[config.mk]
export PLATFORM = sky130hd
export DESIGN_NAME = lcd_min_writer
export DESIGN_NICKNAME = d
export VERILOG_FILES = /design/src/rtl/lcd_min_writer.sv
export SDC_FILE = /design/constraint.sdc
export NUM_CORES = 1
export LEC_CHECK = 0
export ABC_AREA = 1
export BUFFER_PORTS_ARGS = -buffer_cell sky130_fd_sc_hd__buf_2
export CAP_MARGIN = 20
export CORE_ASPECT_RATIO = 1.4
export CORE_MARGIN = 2
export CORE_UTILIZATION = 45
export DETAILED_ROUTE_END_ITERATION = 8
export PLACE_DENSITY = 0.67
export SYNTH_ARGS = -nofsm -noshare
export SYNTH_HDL_FRONTEND = slang
export SYNTH_SLANG_ARGS = --single-unit
export TNS_END_PERCENT = 100
[constraint.sdc]
create_clock -name clk -period 2.72 [get_ports clk]
set_input_delay 0.544 -clock clk [delete_from_list [all_inputs] [get_ports clk]]
set_output_delay 0.544 -clock clk [all_outputs]
set_load 0.02 [all_outputs]
[src/rtl/lcd_min_writer.sv]
// Drives a 4-bit HD44780-style LCD with the four captured values on line 1 and
// the minimum and its position on line 2, refreshed on request.
module lcd_min_writer #(
    parameter int T_PWR  = 750000,
    parameter int T_INIT = 205000,
    parameter int T_E    = 12,
    parameter int T_NIB  = 50,
    parameter int T_BYTE = 2000,
    parameter int T_CLR  = 82000
) (
    input  logic       clk,
    input  logic       rst_n,
    input  logic [2:0] a,
    input  logic [2:0] b,
    input  logic [2:0] c,
    input  logic [2:0] d,
    input  logic [1:0] minpos,
    input  logic       upd,
    output logic       ready,
    output logic [3:0] lcd_d,
    output logic       lcd_e,
    output logic       lcd_rs,
    output logic       lcd_rw,
    output logic       sf_ce0
);
    localparam int MAXW = T_PWR + T_INIT + T_E + T_NIB + T_BYTE + T_CLR;
    localparam int CW   = $clog2(MAXW + 1);

    typedef enum logic [2:0] {PWR_WAIT, INIT, CFG, IDLE, WRITE} state_t;
    typedef enum logic [1:0] {PH_SETUP, PH_STROBE, PH_HOLD, PH_GAP} phase_t;

    state_t        state, state_nxt;
    phase_t        ph, ph_nxt;
    logic [CW-1:0] cnt, cnt_nxt, gap;
    logic [4:0]    idx, idx_nxt;
    logic          lo, lo_nxt;
    logic          pend, pend_nxt;
    logic          snap, last, sending;
    logic [2:0]    sa, sb, sc, sd, vmin;
    logic [1:0]    smp;
    logic [7:0]    cur_byte;
    logic [3:0]    nib;
    logic          cur_rs;

    // Byte/nibble currently on the bus, and the gap that follows it.
    always_comb begin
        vmin = sa;
        case (smp)
            2'd1:    vmin = sb;
            2'd2:    vmin = sc;
            2'd3:    vmin = sd;
            default: vmin = sa;
        endcase
        cur_byte = 8'h00;
        cur_rs   = 1'b0;
        last     = 1'b0;
        case (state)
            INIT: begin
                cur_byte = (idx == 5'd3) ? 8'h02 : 8'h03;
                last     = (idx == 5'd3);
            end
            CFG: begin
                case (idx)
                    5'd0:    cur_byte = 8'h28;
                    5'd1:    cur_byte = 8'h06;
                    5'd2:    cur_byte = 8'h0C;
                    default: cur_byte = 8'h01;
                endcase
                last = (idx == 5'd3);
            end
            WRITE: begin
                cur_rs = !(idx == 5'd0 || idx == 5'd8);
                last   = (idx == 5'd19);
                case (idx)
                    5'd0:    cur_byte = 8'h80;
                    5'd1:    cur_byte = 8'h30 + {5'd0, sa};
                    5'd3:    cur_byte = 8'h30 + {5'd0, sb};
                    5'd5:    cur_byte = 8'h30 + {5'd0, sc};
                    5'd7:    cur_byte = 8'h30 + {5'd0, sd};
                    5'd8:    cur_byte = 8'hC0;
                    5'd9:    cur_byte = 8'h4D;
                    5'd10:   cur_byte = 8'h49;
                    5'd11:   cur_byte = 8'h4E;
                    5'd12:   cur_byte = 8'h3A;
                    5'd13:   cur_byte = 8'h30 + {5'd0, vmin};
                    5'd15:   cur_byte = 8'h50;
                    5'd16:   cur_byte = 8'h4F;
                    5'd17:   cur_byte = 8'h53;
                    5'd18:   cur_byte = 8'h3A;
                    5'd19:   cur_byte = 8'h41 + {6'd0, smp};
                    default: cur_byte = 8'h20;
                endcase
            end
            default: cur_byte = 8'h00;
        endcase
        // Init nibbles travel alone, carried in the low half.
        nib = (state == INIT || lo) ? cur_byte[3:0] : cur_byte[7:4];
        if (state == INIT)                  gap = CW'(T_INIT);
        else if (!lo)                       gap = CW'(T_NIB);
        else if (state == CFG && idx == 5'd3) gap = CW'(T_BYTE + T_CLR);
        else                                gap = CW'(T_BYTE);
    end

    always_comb begin
        state_nxt = state;
        ph_nxt    = ph;
        cnt_nxt   = cnt;
        idx_nxt   = idx;
        lo_nxt    = lo;
        pend_nxt  = pend | (upd && state != IDLE);
        snap      = 1'b0;
        case (state)
            PWR_WAIT: begin
                if (cnt == CW'(T_PWR - 1)) begin
                    state_nxt = INIT;
                    cnt_nxt   = '0;
                    ph_nxt    = PH_SETUP;
                    idx_nxt   = '0;
                    lo_nxt    = 1'b0;
                end else begin
                    cnt_nxt = cnt + 1'b1;
                end
            end
            IDLE: begin
                if (upd) begin
                    snap      = 1'b1;
                    state_nxt = WRITE;
                    cnt_nxt   = '0;
                    ph_nxt    = PH_SETUP;
                    idx_nxt   = '0;
                    lo_nxt    = 1'b0;
                end
            end
            default: begin
                cnt_nxt = cnt + 1'b1;
                case (ph)
                    PH_SETUP:  if (cnt == CW'(1)) begin ph_nxt = PH_STROBE; cnt_nxt = '0; end
                    PH_STROBE: if (cnt == CW'(T_E - 1)) begin ph_nxt = PH_HOLD; cnt_nxt = '0; end
                    PH_HOLD:   begin ph_nxt = PH_GAP; cnt_nxt = '0; end
                    default: begin
                        if (cnt == gap - 1'b1) begin
                            cnt_nxt = '0;
                            ph_nxt  = PH_SETUP;
                            if (state != INIT && !lo) begin
                                lo_nxt = 1'b1;
                            end else begin
                                lo_nxt  = 1'b0;
                                idx_nxt = idx + 5'd1;
                                if (last) begin
                                    idx_nxt = '0;
                                    case (state)
                                        INIT: state_nxt = CFG;
                                        CFG:  state_nxt = IDLE;
                                        default: begin
                                            // A merged request restarts the refresh directly.
                                            if (pend_nxt) begin
                                                snap     = 1'b1;
                                                pend_nxt = 1'b0;
                                            end else begin
                                                state_nxt = IDLE;
                                            end
                                        end
                                    endcase
                                end
                            end
                        end
                    end
                endcase
            end
        endcase
    end

    always_ff @(posedge clk or negedge rst_n) begin
        if (!rst_n) begin
            state <= PWR_WAIT;
            ph    <= PH_SETUP;
            cnt   <= '0;
            idx   <= '0;
            lo    <= 1'b0;
            pend  <= 1'b0;
            sa    <= '0;
            sb    <= '0;
            sc    <= '0;
            sd    <= '0;
            smp   <= '0;
        end else begin
            state <= state_nxt;
            ph    <= ph_nxt;
            cnt   <= cnt_nxt;
            idx   <= idx_nxt;
            lo    <= lo_nxt;
            pend  <= pend_nxt;
            if (snap) begin
                sa  <= a;
                sb  <= b;
                sc  <= c;
                sd  <= d;
                smp <= minpos;
            end
        end
    end

    assign sending = (state == INIT || state == CFG || state == WRITE) && ph != PH_GAP;
    assign ready   = (state == IDLE);
    assign lcd_e   = sending && ph == PH_STROBE;
    assign lcd_d   = sending ? nib : 4'h0;
    assign lcd_rs  = sending ? cur_rs : 1'b0;
    assign lcd_rw  = 1'b0;
    assign sf_ce0  = 1'b1;
endmodule

* After elaboration in Yosys (flattened, before gate mapping) *
Cells that the tools add are included.

cells by class
  reduce and logical (&&, ||, !) cells = 25
  bitwise gates (word level) = 1
  add/sub/neg operators = 9
  equal/unequal tests = 39
  multiplexer cells = 63

operators with widths
  operator                                                              count
  8-bit case mux with 15 select lines                                   1
  20-bit 2-to-1 mux                                                     5
  20-bit case mux with 3 select lines                                   1
  20-bit case mux with 2 select lines                                   1
  6-bit by 3-bit adder with 7-bit output, first input constant          5
  5-bit by 4-bit == test with 1-bit output, second input constant       7
  17-bit 2-to-1 mux                                                     2
  5-bit 2-to-1 mux                                                      6
  8-bit case mux with 3 select lines                                    1
  1-bit 2-to-1 mux                                                      21
  3-bit 2-to-1 mux                                                      7
  20-bit by 1-bit adder with 20-bit output, second input constant       1
  20-bit by 1-bit == test with 1-bit output, second input constant      1
  20-bit == test                                                        1
  20-bit == test, second input constant                                 1
  20-bit by 4-bit == test with 1-bit output, second input constant      1
  5-bit == test, second input constant                                  4
  20-bit by 1-bit subtractor with 20-bit output, second input constant  1
  18-bit 2-to-1 mux                                                     1
  6-bit case mux with 3 select lines                                    1
  3-bit case mux with 2 select lines                                    2
  5-bit by 2-bit == test with 1-bit output, second input constant       2
  5-bit by 3-bit == test with 1-bit output, second input constant       2
  2-bit 2-to-1 mux                                                      5
  other kinds (33)                                                      57

storage, ports and cells
  input bits = 17
  logic and storage cells = 148
  output and inout port bits = 9
  flip-flop bits (word level) = 46

* Logic depth before layout (Yosys ltp) *
  word-level depth = 10
  mapped depth = 17
  mapped depth without buffers = 15

* Least setup slack after synthesis *
OpenSTA, ideal clock, no wires.

  path type = register to output
  from = register idx[1]
  to = output port lcd_d[3]
  path buffers = 0
  path slack = 0.411 ns
  required time = 2.176 ns
  cell stages (with the launch flop) = 11
  arrival = 1.765 ns
  cells stage by stage = dfrtp_1 -> inv_1 -> ha_1 -> nand2_1 -> o21ai_0 -> inv_1 -> nand2_1 -> nor2_1 -> a21oi_1 -> nor4_1 -> nor3_1

between the ends
  cells in the longest elaborated chain, start to end = 6
  elaborated cells between the ends (all ways) = 23
  those cells by class = eq/ne (16); mux (5); reduce/logical (2)

ends and longest elaborated chain
  item                                                                              RTL line  RTL
  start, declared                                                                   35        logic [4:0] idx, idx_nxt;
  start signal, assigned                                                            190       idx <= idx_nxt;
  5-bit == test / 5-bit by 4-bit == test with 1-bit output (equally long branches)  74        case (idx)
  2-bit OR reduction (no source line)                                               n/a
  8-bit case mux with 15 select lines                                               74
  8-bit case mux with 3 select lines *                                              57        case (state)
  4-bit 2-to-1 mux *                                                                97        nib = (state == INIT || lo) ? cur_byte[3:0] : cur_byte[7:4];
  4-bit 2-to-1 mux *                                                                206       assign lcd_d = sending ? nib : 4'h0;
  end, declared                                                                     20        output logic [3:0] lcd_d,

Mark *: on every way between the ends. The rest lies on a longest branch, timed or not.

* Final worst setup path *
  from = register idx[0]
  to = output port lcd_d[2]

The elaborated chain is that of the path after synthesis.

==> impl_results.md <==
* Final setup vio count at 1
* Nets at 632
* Initial Utilization at 46.04%
* Total gr overflow at 0
* Largest net degree at the start of global routing at 26
* Post-synthesis cell type count at 40
* Crit end category: output port
* RSZ-0062 raised after global routing: true
* Post-synth top area share at 29.38%
* Routed Antenna Nets at 0
* Final Worst Setup Slack at -0.009918 ns
* Crit path max fanout at 5
* Max Root-Sink Buffers at 2
* Max-slew violation count at 0
* DRC Markers at 0
* Clock skew at 0.009417 ns
* Number of global-route vias before repair at 3,738
* Syn_nets at 593
* Final period utilization at 100.4%
* DR iter-0 viols at 175
* Run status: complete, but fails checks
* Setup tns final at -0.009918 ns
* DRT Pass-1 Iters at 4
* Syn avg cell area at 6.983 µm²
* Clock Sinks at 46
* Area delta synth->final at 16.90%
* YS warnings at 0
* Worst path arrival time at 2.19 ns
* Leak at 2.264 nW
* H-tree Lvls at 2
* Vias at 3,753
* TritonCTS Buffers at 5
* Max cap viols at 0
* Vert. Die Dim at 114.4 µm
* Core box area at 8508 µm²
* Root buf cell: clkbuf_16
* Clk_lat worst skew at 0.30 ns
* Fin util at 53.82%
* Final RePlAce weighted congestion at 0.9647
* Site Rows at 40
* Crit start category: flop
* Synthesized instance count at 561
* Die Width at 82.86 µm
* IO buf count at 23
* PD cells at 292.8 nW/µm²
* Failing checks: negative setup slack
* Register bit total from synthesis at 46
* Routed vias/inst at 5.316
* Fill count at 878
* Layout cells sized above 1 at 25.96%
* Worst Reg-to-Reg Cells at 15
* Max transition margin at 61.20%
* Initial antenna violation count at 0
* WL final at 11.14 mm
* CTS tree: built
* Top cells by area, synth: dfrtp_1 (29%), nand2_1 (12%), inv_1 (9.1%)
* Worst hold path type: input pin to asynchronous set/reset pin
* Crit path kind: flop to output port
* DIE AREA at 9478 µm²
* IO Count at 26
* Slew @ Worst Pin at 0.5819 ns
* Max VDD drop at 0.0002629 V
* CTS clock-pin slew for the worst setup and hold paths at 0.07 ns
* Fin. Hold Viols at 0
* Minimum clock period at 2.730 ns
* Worst EP required at 2.18 ns
* Final Cell Area at 4579 µm²
* Total track usage at 23.53%
* Synth area leader: dfrtp_1
* Fmax at 0.3663 GHz
* Netlist Area Pre-Place at 3918 µm²
* Cts hold-fix bufs at 0
* Hpwl dp at 8.578 mm
* Placed Area at 4095 µm²
* First-pass GRT wire length at 17.77 mm
* Sequential fraction of the synthesis area at 29.38%
* N_diodes at 0
* Routed len/inst at 15.78 µm
[synthesized netlist by cell type (all sizes together)]
cell type / number
nor3: 18
a31oi: 2
inv: 114
buf: 10
nand3: 40
o21ai: 36
o2111ai: 1
conb: 2
ha: 15
dfrtp: 46
and3: 1
o221ai: 4
nor2: 55
a21oi: 10
o311ai: 4
a211oi: 3
o211ai: 3
nand4: 16
nand2: 149
xor2: 17
clkbuf: 1
o21bai: 1
or2: 1
clkinv: 1
nor4: 6
o22ai: 5
[area by class of cell]
cell class              count  area (µm²)  share of cell area (%)
flip-flops and latches     46        1157                   25.27
clock buffers               5       125.1                   2.732
repair buffers             43       292.8                   6.393
inverters                 115       447.9                   9.781
multi-input cells         389        2404                   52.49
clock inverters             3       21.27                  0.4645
well taps                 105       131.4                   2.869
[worst paths after layout]
| check | from | endpoint | slack [ns] |
|---|---|---|---|
| max | idx[0]$_DFFE_PN0P_ | lcd_d[2] | -0.01 |
| min | rst_n | sc[1]$_DFFE_PN0P_ | 0.23 |
| max reg2reg | idx[0]$_DFFE_PN0P_ | cnt[3]$_DFFE_PN0N_ | 0.30 |
| max in group asynchronous | rst_n | cnt[8]$_DFFE_PN0N_ | 1.94 |
| min in group clk | a[0] | sa[0]$_DFFE_PN0P_ | 0.44 |
| min reg2reg | ph[0]$_DFFE_PN0P_ | ph[0]$_DFFE_PN0P_ | 0.55 |
[state kept, by name, indices dropped and copies added, names as in the netlist]
name   cells
cnt       20
idx        5
lo         1
pend       1
ph         2
sa         3
sb         3
sc         3
sd         3
smp        2
state      3
[cells in the final DEF, fill, tap and decap left out, types with 2 or more instances in the layout]
cell type / instances
a211oi_2: 2
a21oi_1: 8
buf_2: 20
buf_4: 20
buf_6: 2
clkbuf_16: 5
clkinv_2: 2
conb_1: 2
dfrtp_1: 41
dfrtp_2: 5
ha_1: 11
ha_4: 3
inv_1: 85
inv_2: 24
inv_4: 4
nand2_1: 115
nand2_2: 14
nand2_4: 19
nand3_1: 37
nand3_4: 3
nand4_1: 16
nor2_1: 42
nor2_2: 6
nor2_4: 6
nor3_1: 17
nor4_1: 5
o211ai_1: 3
o21ai_0: 21
o21ai_1: 7
o21ai_2: 7
o221ai_1: 4
o22ai_1: 4
o311ai_0: 4
xor2_1: 17
[report_power, final]
part | leakage, nW | internal, mW | switching [mW] | total (mW)
clock network | 0.0698 | 0.341 | 0.285 | 0.626
logic | 1.68 | 0.0109 | 0.0203 | 0.0312
registers | 0.514 | 0.684 | 0.0000000000000000106 | 0.684
[cell families (layout without fill, tap and decap cells)]
kind of cell,Yosys count,count (layout),synth area share [%]
and+or+nand+nor,286,286,36.95
AOI/OAI and AO/OA,69,69,10.92
DFF,46,46,29.38
xor gates and xnor gates,17,17,3.801
adders and majority gates,15,15,4.791
other,2,2,0.1917
buffers and inverters,126,166,13.96
[critical path, cell delays in order (launching register included)]
cell	delay, ns
dfrtp_2	0.44
buf_6	0.13
ha_4	0.17
nand2_8	0.11
inv_6	0.05
nand2_4	0.07
inv_4	0.05
nand2_2	0.06
nand4_1	0.14
a211oi_2	0.24
nand4_1	0.14
nand3_1	0.11
nor2_1	0.04
buf_4	0.15
[per-stage QoR]
| stage | worst slack (ns) | hold slack, ns | instances | total power [mW] |
|---|---|---|---|---|
| floorplan | 0.4113 | 0.2484 | 561 | 0.7020 |
| global placement | 0.2001 | 0.5176 | 682 | 0.7289 |
| detailed placement | 0.1812 | 0.5328 | 682 | 0.7295 |
| CTS | -0.01048 | 0.2568 | 691 | 1.358 |
| global route | -0.1263 | 0.2807 | 706 | 1.381 |
| finish | -0.009918 | 0.2349 | 706 | 1.341 |
[layer usage]
| metal | vias up | track usage [%] | wire length (µm) | share of wire (%) |
|---|---|---|---|---|
| li1 | 1871 | - | - | - |
| met1 | 1740 | 24.14 | 4254 | 38 |
| met2 | 103 | 46.08 | 5983 | 54 |
| met3 | 39 | 3.461 | 362 | 3.2 |
| met4 | 0 | 11.48 | 541 | 4.9 |
| met5 | - | 0 | 0 | 0 |
[timing repair]
item | 4_1_cts | 5_1_grt
endpoints found under the setup margin | 4 | 4
pin swaps | 4 | 20
setup buffers | 1 | 15
gates resized for setup | 14 | 54
No activity file was read; power rests on OpenSTA's default activity.
